### config.mk
export PLATFORM = sky130hd
export DESIGN_NAME = clkdiv_detect
export DESIGN_NICKNAME = d
export VERILOG_FILES = /design/src/rtl/clkdet_pkg.sv /design/src/rtl/clkdet_sync_edge.sv /design/src/rtl/clkdiv_detect.sv
export SDC_FILE = /design/constraint.sdc
export NUM_CORES = 1
export LEC_CHECK = 0
export ABC_AREA = 1
export BUFFER_PORTS_ARGS = -buffer_cell sky130_fd_sc_hd__buf_2
export CAP_MARGIN = 0
export CORE_MARGIN = 2
export CORE_UTILIZATION = 50
export CTS_CLUSTER_DIAMETER = 100
export CTS_CLUSTER_SIZE = 14
export DETAILED_ROUTE_END_ITERATION = 8
export PLACE_DENSITY = 0.66
export SYNTH_ARGS = -nofsm -noshare
export SYNTH_HDL_FRONTEND = slang
export SYNTH_SLANG_ARGS = --single-unit
### constraint.sdc
create_clock -name clkin -period 3.9 [get_ports clkin]
set_input_delay 0.78 -clock clkin [delete_from_list [all_inputs] [get_ports clkin]]
set_output_delay 0.78 -clock clkin [all_outputs]
set_load 0.05 [all_outputs]
### src/rtl/clkdet_pkg.sv
// Shared definitions for the divided-clock detector: FSM encoding, known divider periods, helpers.
package clkdet_pkg;

    typedef enum logic [1:0] {
        IDLE   = 2'd0,
        ACQ    = 2'd1,
        TRACK  = 2'd2,
        LOCKED = 2'd3
    } clkdet_state_t;

    localparam int unsigned DIV2_PERIOD = 2;
    localparam int unsigned DIV4_PERIOD = 4;

    function automatic logic [31:0] abs_diff(input logic [31:0] a, input logic [31:0] b);
        return (a >= b) ? (a - b) : (b - a);
    endfunction

endpackage

### src/rtl/clkdet_sync_edge.sv
// Synchronises divclk into the clkin domain and emits registered one-cycle rise/fall strobes.
module clkdet_sync_edge #(
    parameter int unsigned SYNC_STAGES = 2
) (
    input  logic clkin,
    input  logic rst,
    input  logic divclk,
    output logic rise_stb,
    output logic fall_stb
);

    logic [SYNC_STAGES-1:0] sync_q;
    logic                   prev_q;

    always_ff @(posedge clkin) begin
        if (rst) begin
            sync_q   <= '0;
            prev_q   <= 1'b0;
            rise_stb <= 1'b0;
            fall_stb <= 1'b0;
        end else begin
            sync_q   <= {sync_q[SYNC_STAGES-2:0], divclk};
            prev_q   <= sync_q[SYNC_STAGES-1];
            rise_stb <= sync_q[SYNC_STAGES-1] & ~prev_q;
            fall_stb <= ~sync_q[SYNC_STAGES-1] & prev_q;
        end
    end

endmodule

### src/rtl/clkdiv_detect.sv
// Measures the period of an incoming divided clock, locks when stable and flags div2/div4.
// Optional duty-cycle qualification of lock is enabled by defining CLKDET_DUTY_CHECK_EN.
module clkdiv_detect
    import clkdet_pkg::*;
#(
    parameter int unsigned SYNC_STAGES = 2,
    parameter int unsigned CNT_W       = 8,
    parameter int unsigned LOCK_COUNT  = 4,
    parameter int unsigned TOL         = 0
) (
    input  logic             clkin,
    input  logic             rst,
    input  logic             divclk,
    output logic             rise_stb,
    output logic             fall_stb,
    output logic [CNT_W-1:0] period,
    output logic             locked,
    output logic             is_div2,
    output logic             is_div4,
    output logic             duty_ok
);

    localparam int unsigned   MATCH_W = 4;
    localparam logic [CNT_W-1:0] CNT_MAX = {CNT_W{1'b1}};

    clkdet_state_t      state_q, state_d;
    logic [CNT_W-1:0]   per_cnt, meas_c, period_d;
    logic [MATCH_W-1:0] match_q, match_d;
    logic               timeout_c, match_c, duty_now_c, duty_d, locked_d;

    clkdet_sync_edge #(.SYNC_STAGES(SYNC_STAGES)) u_sync_edge (
        .clkin    (clkin),
        .rst      (rst),
        .divclk   (divclk),
        .rise_stb (rise_stb),
        .fall_stb (fall_stb)
    );

    // A rise arriving exactly at saturation still counts as a (saturated) measurement.
    assign meas_c    = (per_cnt == CNT_MAX) ? CNT_MAX : per_cnt + CNT_W'(1);
    assign timeout_c = (per_cnt == CNT_MAX) && !rise_stb;

    always_ff @(posedge clkin) begin
        if (rst)                  per_cnt <= '0;
        else if (rise_stb)        per_cnt <= '0;
        else if (per_cnt != CNT_MAX) per_cnt <= per_cnt + CNT_W'(1);
    end

`ifdef CLKDET_DUTY_CHECK_EN
    logic [CNT_W-1:0] hi_run, hi_cnt, low_c;

    always_ff @(posedge clkin) begin
        if (rst) begin
            hi_run <= '0;
            hi_cnt <= '0;
        end else begin
            if (rise_stb)                hi_run <= '0;
            else if (hi_run != CNT_MAX)  hi_run <= hi_run + CNT_W'(1);
            if (fall_stb) hi_cnt <= (hi_run == CNT_MAX) ? CNT_MAX : hi_run + CNT_W'(1);
        end
    end

    assign low_c      = (meas_c >= hi_cnt) ? (meas_c - hi_cnt) : '0;
    assign duty_now_c = abs_diff(32'(hi_cnt), 32'(low_c)) <= 32'(TOL);
`else
    assign duty_now_c = 1'b1;
`endif

    assign match_c = (abs_diff(32'(meas_c), 32'(period)) <= 32'(TOL)) && duty_now_c;

    always_comb begin
        state_d  = state_q;
        period_d = period;
        match_d  = match_q;
        duty_d   = duty_ok;
        if (timeout_c) begin
            state_d  = IDLE;
            period_d = '0;
            match_d  = '0;
            duty_d   = 1'b1;
        end else if (rise_stb) begin
            case (state_q)
                IDLE: state_d = ACQ;
                ACQ: begin
                    state_d  = TRACK;
                    period_d = meas_c;
                    match_d  = '0;
                    duty_d   = duty_now_c;
                end
                TRACK: begin
                    period_d = meas_c;
                    duty_d   = duty_now_c;
                    if (match_c) begin
                        match_d = match_q + MATCH_W'(1);
                        if (32'(match_q) + 32'd1 >= 32'(LOCK_COUNT)) state_d = LOCKED;
                    end else begin
                        match_d = '0;
                    end
                end
                LOCKED: begin
                    period_d = meas_c;
                    duty_d   = duty_now_c;
                    if (!match_c) begin
                        state_d = TRACK;
                        match_d = '0;
                    end
                end
                default: state_d = IDLE;
            endcase
        end
        locked_d = (state_d == LOCKED);
    end

    always_ff @(posedge clkin) begin
        if (rst) begin
            state_q <= IDLE;
            period  <= '0;
            match_q <= '0;
            locked  <= 1'b0;
            is_div2 <= 1'b0;
            is_div4 <= 1'b0;
            duty_ok <= 1'b1;
        end else begin
            state_q <= state_d;
            period  <= period_d;
            match_q <= match_d;
            locked  <= locked_d;
            is_div2 <= locked_d && (period_d == CNT_W'(DIV2_PERIOD));
            is_div4 <= locked_d && (period_d == CNT_W'(DIV4_PERIOD));
            duty_ok <= duty_d;
        end
    end

endmodule
### Word level (Yosys, flattened, before mapping)

Cells that the tools add are included.

| word-level totals | value |
|---|---|
| output and inout port bits | 14 |
| bits of input ports | 3 |
| bits in latches | 0 |
| bits in writable memories | 0 |
| memories kept | 0 |
| register bits | 30 |
| word-level logic and storage cells | 56 |
| ROM bits | 0 |

| operators by class | value |
|---|---|
| add/sub/neg operators | 5 |
| divide/modulo/power cells | 0 |
| multiply operators | 0 |
| multiplexer cells | 14 |
| bitwise operators | 4 |
| shifts and indexed selects | 0 |
| eq/ne operators | 9 |
| $lt $le $gt $ge | 3 |
| reduce and logical (&&, ||, !) cells | 10 |

Operator list:

| kind | number |
|---|---|
| 32-bit by 1-bit <= comparator with 1-bit output (second input constant) | 1 |
| 32-bit 2-to-1 mux | 1 |
| 8-bit 2-to-1 mux | 4 |
| 8-bit by 8-bit subtractor with 9-bit output | 2 |
| 4-bit case mux with 3 select lines | 1 |
| 2-bit 2-to-1 mux | 5 |
| 8-bit by 1-bit adder with 8-bit output (second input constant) | 1 |
| 8-bit by 2-bit == test with 1-bit output (second input constant) | 1 |
| 8-bit by 3-bit == test with 1-bit output (second input constant) | 1 |
| 8-bit == test (second input constant) | 1 |
| 8-bit >= comparator | 1 |
| 4-bit 2-to-1 mux | 2 |
| 8-bit != test (second input constant) | 1 |
| 2-bit case mux with 4 select lines | 1 |
| 2-bit == test (second input constant) | 3 |
| 4-bit by 1-bit adder with 5-bit output (second input constant) | 1 |
| 5-bit by 3-bit >= comparator with 1-bit output (second input constant) | 1 |
| 4-bit by 1-bit adder with 4-bit output (second input constant) | 1 |
| 2-bit OR reduction | 2 |
| 1-bit logical AND | 3 |
| 3-bit AND reduction | 1 |
| 3-bit nonzero test | 1 |
| 3-bit OR reduction | 1 |
| 1-bit AND | 2 |
| other kinds (5) | 6 |

### Longest topological paths before layout

Gate-level depths: netlist (run 1).

| logic depth | value |
|---|---|
| depth in word-level cells | 11 |
| depth in mapped cells | 25 |
| depth with buffers taken out | 25 |

### Modules after synthesis

Synthesis (run 1) repeated with hierarchy kept, for this count alone.

| second synthesis, totals | value |
|---|---|
| cells, all modules | 349 |
| area total of the unflattened synthesis | 2,257.2 sq um |

Modules (own cells, without submodules):

| module | sequential area each (sq um) | cells an instance | area an instance (sq um) | times used |
|---|---|---|---|---|
| clkdiv_detect | 500.5 | 334 | 2,117.0 | 1 |
| clkdet_sync_edge | 100.1 | 15 | 140.1 | 1 |

### Worst setup path before layout (run 1)

Ideal clock, no wire load.

| path | value |
|---|---|
| path type | register to register |
| start | register per_cnt[0] |
| end | register match_q[0] |
| path slack | 1,038 ps |
| setup time | 115 ps |
| data arrival time | 2,747 ps |
| clock period less this slack | 2,862 ps |
| buffers on the path | 1 |
| data required time | 3,785 ps |
| stages on the path, launching flop included | 23 |
| path through | dfxtp_1 > ha_1 > nand2_2 > nor2_4 > nand3_2 > nor3_4 > inv_2 > nand2_1 > ha_1 > buf_6 > or2_4 > nand3_2 > nand2_1 > nand2_1 > nand2_2 > nor2_2 > nand3_2 > nand2_4 > nand3_4 > nand2_4 > inv_2 > o21ai_1 > nor2_1 |

| between the ends | value |
|---|---|
| word-level cells in the longest chain between the ends | 7 |
| elaborated cells between the ends (all ways) | 14 |
| classes of those cells | add/sub (3); order compare (2); eq/ne (2); mux (4); reduce/logical (3) |

Ends and longest elaborated chain:

| element | line | RTL |
|---|---|---|
| start, declared | clkdiv_detect.sv:27 | `logic [CNT_W-1:0] per_cnt, meas_c, period_d;` |
| start signal, assigned | clkdiv_detect.sv:46 | `else if (per_cnt != CNT_MAX) per_cnt <= per_cnt + CNT_W'(1);` |
| 8-bit by 1-bit adder with 8-bit output or 8-bit == test (tied branches) | clkdiv_detect.sv:40, clkdiv_detect.sv:41 |  |
| 8-bit 2-to-1 mux | clkdiv_detect.sv:40 | `assign meas_c = (per_cnt == CNT_MAX) ? CNT_MAX : per_cnt + CNT_W'(1);` |
| 8-bit by 8-bit subtractor with 9-bit output or 8-bit >= comparator (tied branches) | clkdet_pkg.sv:15 | `return (a >= b) ? (a - b) : (b - a);` |
| 32-bit 2-to-1 mux | clkdet_pkg.sv:15 |  |
| 32-bit by 1-bit <= comparator with 1-bit output | clkdiv_detect.sv:69 | `assign match_c = (abs_diff(32'(meas_c), 32'(period)) <= 32'(TOL)) && duty_now_c;` |
| 4-bit 2-to-1 mux or 2-bit != test (tied branches) | -- |  |
| 4-bit case mux with 3 select lines or 3-bit AND reduction (tied branches) | -- |  |
| end signal, assigned | clkdiv_detect.sv:126 | `match_q <= match_d;` |
| end, declared | clkdiv_detect.sv:28 | `logic [MATCH_W-1:0] match_q, match_d;` |

Parallel ways exist; a longest one is shown, timed or not.
A chain may end at the register's enable or synchronous reset.

### Final worst setup path (run 1)

| path | value |
|---|---|
| start | register per_cnt[0] |
| end | register is_div4 |

| between the ends | value |
|---|---|
| word-level cells in the longest chain between the ends | 11 |
| elaborated cells between the ends (all ways) | 20 |
| classes of those cells | add/sub (3); order compare (2); eq/ne (3); mux (10); reduce/logical (2) |

Ends and longest elaborated chain:

| element | line | RTL |
|---|---|---|
| 8-bit by 1-bit adder with 8-bit output or 8-bit == test (tied branches) | clkdiv_detect.sv:40, clkdiv_detect.sv:41 |  |
| 8-bit 2-to-1 mux | clkdiv_detect.sv:40 |  |
| 8-bit by 8-bit subtractor with 9-bit output or 8-bit >= comparator (tied branches) | clkdet_pkg.sv:15 |  |
| 32-bit 2-to-1 mux | clkdet_pkg.sv:15 |  |
| 32-bit by 1-bit <= comparator with 1-bit output | clkdiv_detect.sv:69 |  |
| 2-bit 2-to-1 mux, on equally long branches | clkdiv_detect.sv:103, clkdiv_detect.sv:93 |  |
| 2-bit case mux with 4 select lines | clkdiv_detect.sv:82 | `case (state_q)` |
| 2-bit 2-to-1 mux | clkdiv_detect.sv:81 | `end else if (rise_stb) begin` |
| 2-bit 2-to-1 mux | clkdiv_detect.sv:76 | `if (timeout_c) begin` |
| 2-bit == test | clkdiv_detect.sv:111 | `locked_d = (state_d == LOCKED);` |
| 1-bit logical AND (*) | clkdiv_detect.sv:129 | `is_div4 <= locked_d && (period_d == CNT_W'(DIV4_PERIOD));` |
| end signal, assigned | clkdiv_detect.sv:129 |  |
| end, declared | clkdiv_detect.sv:19 | `output logic is_div4,` |

Mark *: on every way between the ends. The rest lies on a longest branch, timed or not.

==> results of run 1 <==
[through the flow]
stage          std cells  instance area [um^2]
2_1_floorplan        365                  2330
3_3_place_gp         426                  2440
3_5_place_dp         426                  2440
4_1_cts              434                  2530
5_1_grt              434                  2530
6_report             434                  2530
[final cells by class]
cell class	count	area share (%)
sequential	30	23.7
clock inverter	2	0.494
timing repair buffer	16	3.26
clock buffer	6	3.26
tap	52	2.57
inverter	78	11.6
multi-input combinational	250	55.1
[cells in the mapped netlist, types with 2 or more instances]
cell	count	area, um^2
nand2_1	83	312
inv_1	68	255
nor2_1	50	188
dfxtp_1	30	601
nand3_1	23	115
ha_1	19	238
a21oi_1	13	65.1
inv_2	9	33.8
nand4_1	9	56.3
nand3_2	5	50.1
nor2_2	5	31.3
xor2_1	5	43.8
o211ai_1	4	30.0
o21ai_0	4	20.0
buf_2	3	15.0
nand2_2	3	18.8
nand2_4	3	33.8
clkbuf_1	2	7.51
nor3_1	2	10.0
o21ai_1	2	10.0
o21ai_2	2	17.5
xnor2_1	2	17.5
[cell families after synthesis]
| logic type | after synthesis |
|---|---|
| AOI/OAI and AO/OA | 30 |
| xor gates and xnor gates | 7 |
| adders and majority gates | 19 |
| buffers and inverters | 85 |
| DFF | 30 |
| other | 1 |
| and+or+nand+nor | 193 |
[critical path, delay by kind of cell, from the launching register on]
kind	cells	cell delay [ns]
fa+ha+maj	2	0.57
buf+inv	1	0.13
flops	1	0.37
simple gates	17	2.23
[per-layer routing]
metal / wire [um] / global-route usage [%] / up-vias
met2: 2310 / 35.4 / 28
met4: 67 / 8.81 / 0
met5: 0 / 0 / -
li1: - / - / 1148
met1: 2460 / 29.1 / 931
met3: 160 / 3.89 / 6
[registers in the layout, indices dropped and copies added, names as in the netlist, 2 cells and up]
signal,flops
match_q,4
period,8
state_q,2
per_cnt,8
u_sync_edge.sync_q,2
[where the power goes]
group / internal (mW) / switching [mW] / total (mW) / leakage, nW
logic: 0.0571 / 0.113 / 0.170 / 1.10
clock network: 0.142 / 0.117 / 0.259 / 0.0472
registers: 0.312 / 0.00385 / 0.316 / 0.243
[worst paths after layout]
kind | start | end | slack, ns | cells after the start
worst max-delay path | per_cnt[0]$_SDFFE_PP0N_ | is_div4$_SDFF_PP0_ | 0.55 | 20
worst min-delay path | u_sync_edge.sync_q[0]$_SDFF_PP0_ | u_sync_edge.sync_q[1]$_SDFF_PP0_ | 0.41 | 2
worst max register to register | per_cnt[0]$_SDFFE_PP0N_ | is_div4$_SDFF_PP0_ | 0.55 | 20
worst min register to register | u_sync_edge.sync_q[0]$_SDFF_PP0_ | u_sync_edge.sync_q[1]$_SDFF_PP0_ | 0.41 | 2
==> results.txt, run 1 <==
First-pass DRT Iterations: 4
Initial DRC count: 80
CTS H-Tree Depth: 2
DR vias: 2,113
RSZ-0062 raised after global routing: false
Setup bufs post-CTS: 0
Post-Route Utilization: 57.3%
Max FO, Critical Path: 10
Tcrit/Tclk final: 86.0%
Post-synthesis mux area share: 0%
Post-synthesis sequential area ratio: 25.8%
Filler cells: 458
Top Ports: 17
CTS tree: built
Final setup viols: 0
P_leak: 1.39 nW
Rows: 24
Commonest non-fill, non-tap cells in the layout: nand2_1 (83), inv_1 (68), nor2_1 (50)
Overflow after GRT: 0
Dpl ws: 0.533 ns
CTS sink cnt: 30
Outcome: finished, final reports clean
GPL Wtd Cong: 0.905
First-pass GRT wire length: 9110 um
Cell Pwr Density: 294 nW/um^2
Peak Freq: 298 MHz
Fin crit period: 3.35 ns
Nets: 403
WHS: 0.405 ns
Die W: 72.3 um
Slew margin rel.: 55.2%
Routed len/inst: 11.5 um
Post-Syn Area per Cell: 6.38 um^2
Die area: 5220 um^2
Worst setup SP type: register
Final HPWL DP: 4010 um
Synthesized area: 2330 um^2
Crit. End Element: register
Arr. time, crit path: 3.57 ns
Slew Viols, Final: 0
Worst slew pin tran: 0.672 ns
Ys flop type: dfxtp_1
Via density per instance: 4.87
Simple-Gate Fraction of Synth Area: 39.1%
PnR Total Power: 0.745 mW
Post-synthesis cell type count: 41
Largest net degree at the start of global routing: 17
CP Class: reg2reg
Skew final: 0.00404 ns
Seq. cell area: 601 um^2
Post-synthesis compound-gate area fraction: 7.79%
Final Hold Viols: 0
Diode count: 0
Initial Utilization: 52.8%
EDFF count, synth: 0
Commonest non-fill, non-tap cell in the layout: nand2_1
Worst VDD drop: 0.000271 V
CP required: 4.12 ns
Mapped Nets: 387
Drt total wl: 5010 um
Setup TNS: 0 ns
Die extent in y: 72.3 um
Fraction of layout cells with a size suffix above 1: 15.2%
Worst-path cell chain: ha_1 > nand2_2 > nor2_4 > nand3_2 > nor3_4 > inv_2 > nand2_1 > ha_1 > or2_1 > nand3_1 > nand2_1 > nor2_1 > nand2_1 > nor2_1 > nand3_2 > nand2_4 > nand3_4 > nand3_1 > nand3_2 > nor2_1
Port buffer count: 15
GRT Total Usage: 21.9%
Post-cts gate resize count: 0
Min-Delay Path Class: reg2reg
Multi-input gate area: 1400 um^2
Asr flop ratio synth: 0%
Post-synthesis register bit count: 30
Yosys warning total: 0
Final WS setup: 0.546 ns
Hold-fix buffers at CTS: 0
Total core area: 4410 um^2
ANT nets after route: 0
Residual DRC: 0
Clock latency on the worst-skew pair: 0.28 ns
Reg clk slew, reported paths: 0.06 ns
XOR/XNOR Fraction of Synth Area: 2.63%
Gate Count Post-Synth: 365
Slowest CP cell: dfxtp_1
Max-cap violations: 0
Largest stage delay on the critical path: 0.37 ns
Longest Clk Path Bufs: 2
Vias in the first global route: 2,045
Synth Area in Adders: 10.2%
Root Driver: clkbuf_8
Main combinational cell family by area after synthesis: simple AND/OR/NAND/NOR gates
Area growth syn-to-layout: 8.65%
TritonCTS Buffers: 5
Initial antenna violation count: 0
No activity file was read; power rests on OpenSTA's default activity.
==> run 2: changes to the inputs <==
Settings changed: GPL_TIMING_DRIVEN from default to 0.
==> results.txt, run 2 (synthesized netlist as in run 1, its figures left out) <==
Top Ports: 17 (unchanged)
Routed len/inst: 11.3 um (-2.0%)
Slowest CP cell: dfxtp_1
Overflow after GRT: 0 (unchanged)
RSZ-0062 raised after global routing: false
CP required: 4.08 ns (-0.04 ns)
Residual DRC: 0 (unchanged)
Crit. End Element: register
P_leak: 1.40 nW (+0.96%)
PnR Total Power: 0.750 mW (+0.67%)
Arr. time, crit path: 3.54 ns (-0.03 ns)
Final WS setup: 0.533 ns (-0.0131 ns)
Slew margin rel.: 63.4% (+8.2 points)
Max FO, Critical Path: 10 (unchanged)
Cell Pwr Density: 293 nW/um^2 (-0.46%)
TritonCTS Buffers: 5 (unchanged)
Worst-path cell chain: ha_1 > nand2_2 > nor2_4 > nand3_2 > nor3_4 > inv_2 > nand2_1 > ha_1 > buf_6 > or2_4 > nand3_1 > nand2_1 > nor2_1 > nand2_1 > nor2_1 > nand3_2 > nand2_4 > nand3_4 > nand2_4 > inv_2 > o21ai_1 > nor2_1
GRT Total Usage: 21.3% (-0.62 points)
Longest Clk Path Bufs: 2 (unchanged)
CP Class: reg2reg
Sw frac: 31.6% (+0.11 points)
Root Driver: clkbuf_8
Vias in the first global route: 1,946 (-4.8%)
Post-cts gate resize count: 0 (unchanged)
Clock latency on the worst-skew pair: 0.29 ns (about the same)
Clock share of power: 34.6% (about the same)
Flop pwr share: 42.1% (-0.3 points)
Slew Viols, Final: 0 (unchanged)
Via density per instance: 4.90 (+0.69%)
Initial Utilization: 52.8% (unchanged)
GPL Wtd Cong: 0.882 (-2.6%)
Area growth syn-to-layout: 9.88%
Worst VDD drop: 0.000280 V (+3.3%)
Post-Route Utilization: 58.0% (+0.65 points)
Worst slew pin tran: 0.543 ns (-0.129 ns)
Outcome: finished, final reports clean
Tcrit/Tclk final: 86.3% (+0.34 points)
CTS H-Tree Depth: 2 (unchanged)
Reg clk slew, reported paths: 0.07 ns (about the same)
CTS sink cnt: 30 (unchanged)
First-pass DRT Iterations: 4 (unchanged)
First-pass GRT wire length: 8710 um (-4.3%)
Worst setup path startpoint: per_cnt[0]$_SDFFE_PP0N_
Commonest non-fill, non-tap cells in the layout: nand2_1 (83), inv_1 (68), nor2_1 (50)
Largest regs: per_cnt: 8 flops, period: 8 flops, match_q: 4 flops
ANT nets after route: 0 (unchanged)
Fraction of layout cells with a size suffix above 1: 15.8% (+0.58 points)
Switching power: 0.236 mW (+1.0%)
Final setup viols: 0 (unchanged)
Peak Freq: 297 MHz (-0.39%)
Final Hold Viols: 0 (unchanged)
Min-Delay Path Class: reg2reg
Initial DRC count: 69 (-14%)
DR vias: 2,152 (+1.8%)
Die extent in y: 72.3 um (unchanged)
Fin crit period: 3.37 ns (+0.0131 ns)
Rows: 24 (unchanged)
Cell Int Power: 0.513 mW (+0.51%)
Hold-fix buffers at CTS: 0 (unchanged)
CTS tree: built
Setup bufs post-CTS: 0 (unchanged)
Drt total wl: 4960 um (-0.86%)
Worst Hold Launch: u_sync_edge.sync_q[0]$_SDFF_PP0_
Filler cells: 463 (+1.1%)
Total core area: 4410 um^2 (unchanged)
RR Startpoint: per_cnt[0]$_SDFFE_PP0N_
Dpl ws: 0.543 ns (+0.00955 ns)
WHS: 0.404 ns (-0.000878 ns)
Worst setup SP type: register
Skew final: 0.00798 ns (+0.00393 ns)
Commonest non-fill, non-tap cell in the layout: nand2_1
Diode count: 0 (unchanged)
Port buffer count: 14 (-1)
Largest net degree at the start of global routing: 11 (-6)
Max-cap violations: 0 (unchanged)
Setup TNS: 0 ns (unchanged)
Initial antenna violation count: 0 (unchanged)
Final HPWL DP: 3990 um (-0.47%)
Die W: 72.3 um (unchanged)
Die area: 5220 um^2 (unchanged)
Largest stage delay on the critical path: 0.39 ns (+0.02 ns)
Nets: 408 (+1.2%)
Logic gate share of total power: 23.2% (+0.3 points)
## run 2: cell types whose count changed in the layout (fill, tap and decap cells not counted), sizes merged
cell / previous run / this run
buf: 16 / 19
clkbuf: 6 / 8
## run 2: path summary, 6_finish.rpt
path,endpoint,slack (ns),cells after the start
max,match_q[0]$_SDFFE_PP0P_,0.53,22
min,u_sync_edge.sync_q[1]$_SDFF_PP0_,0.40,2
max reg2reg,match_q[0]$_SDFFE_PP0P_,0.53,22
min reg2reg,u_sync_edge.sync_q[1]$_SDFF_PP0_,0.40,2
## run 2: power by group through the flow
stage               Sequential [mW]  Combinational (mW)  Clock, mW
floorplan                     0.325               0.139          0
global placement              0.322               0.173          0
detailed placement            0.322               0.175          0
CTS                           0.316               0.176      0.268
global route                  0.316               0.201      0.278
finish                        0.316               0.174      0.260
## run 2: layout make-up
type / count / area [um^2] / share of cell area [%]
clock inverters: 2 / 12.5 / 0.489
plain buffers: 7 / 41.3 / 1.61
well taps: 52 / 65.1 / 2.54
repair buffers: 14 / 70.1 / 2.74
flip-flops and latches: 30 / 601 / 23.5
inverters: 78 / 293 / 11.4
clock buffers: 6 / 82.6 / 3.23
multi-input cells: 250 / 1400 / 54.5
## run 2: through the flow
| stage | instance area (um^2) | cells |
|---|---|---|
| after floorplan | 2330 | 365 |
| after global placement | 2460 | 431 |
| after detailed placement | 2460 | 431 |
| after CTS | 2560 | 439 |
| after global routing | 2560 | 439 |
| final | 2560 | 439 |
## run 2: per-layer routing
metal | routed length (um) | track usage, % | up-vias
met5 | 0 | 0 | -
met2 | 2370 | 36.5 | 30
met1 | 2370 | 26.8 | 948
met3 | 122 | 2.92 | 9
li1 | - | - | 1165
met4 | 102 | 9.01 | 0
## run 2: worst max-delay path: cells and delay by family (launching register included)
family | cells | cell delay, ns
fa+ha+maj | 2 | 0.47
simple gates | 16 | 1.93
flops | 1 | 0.39
compound gates | 1 | 0.12
buf+inv | 3 | 0.33
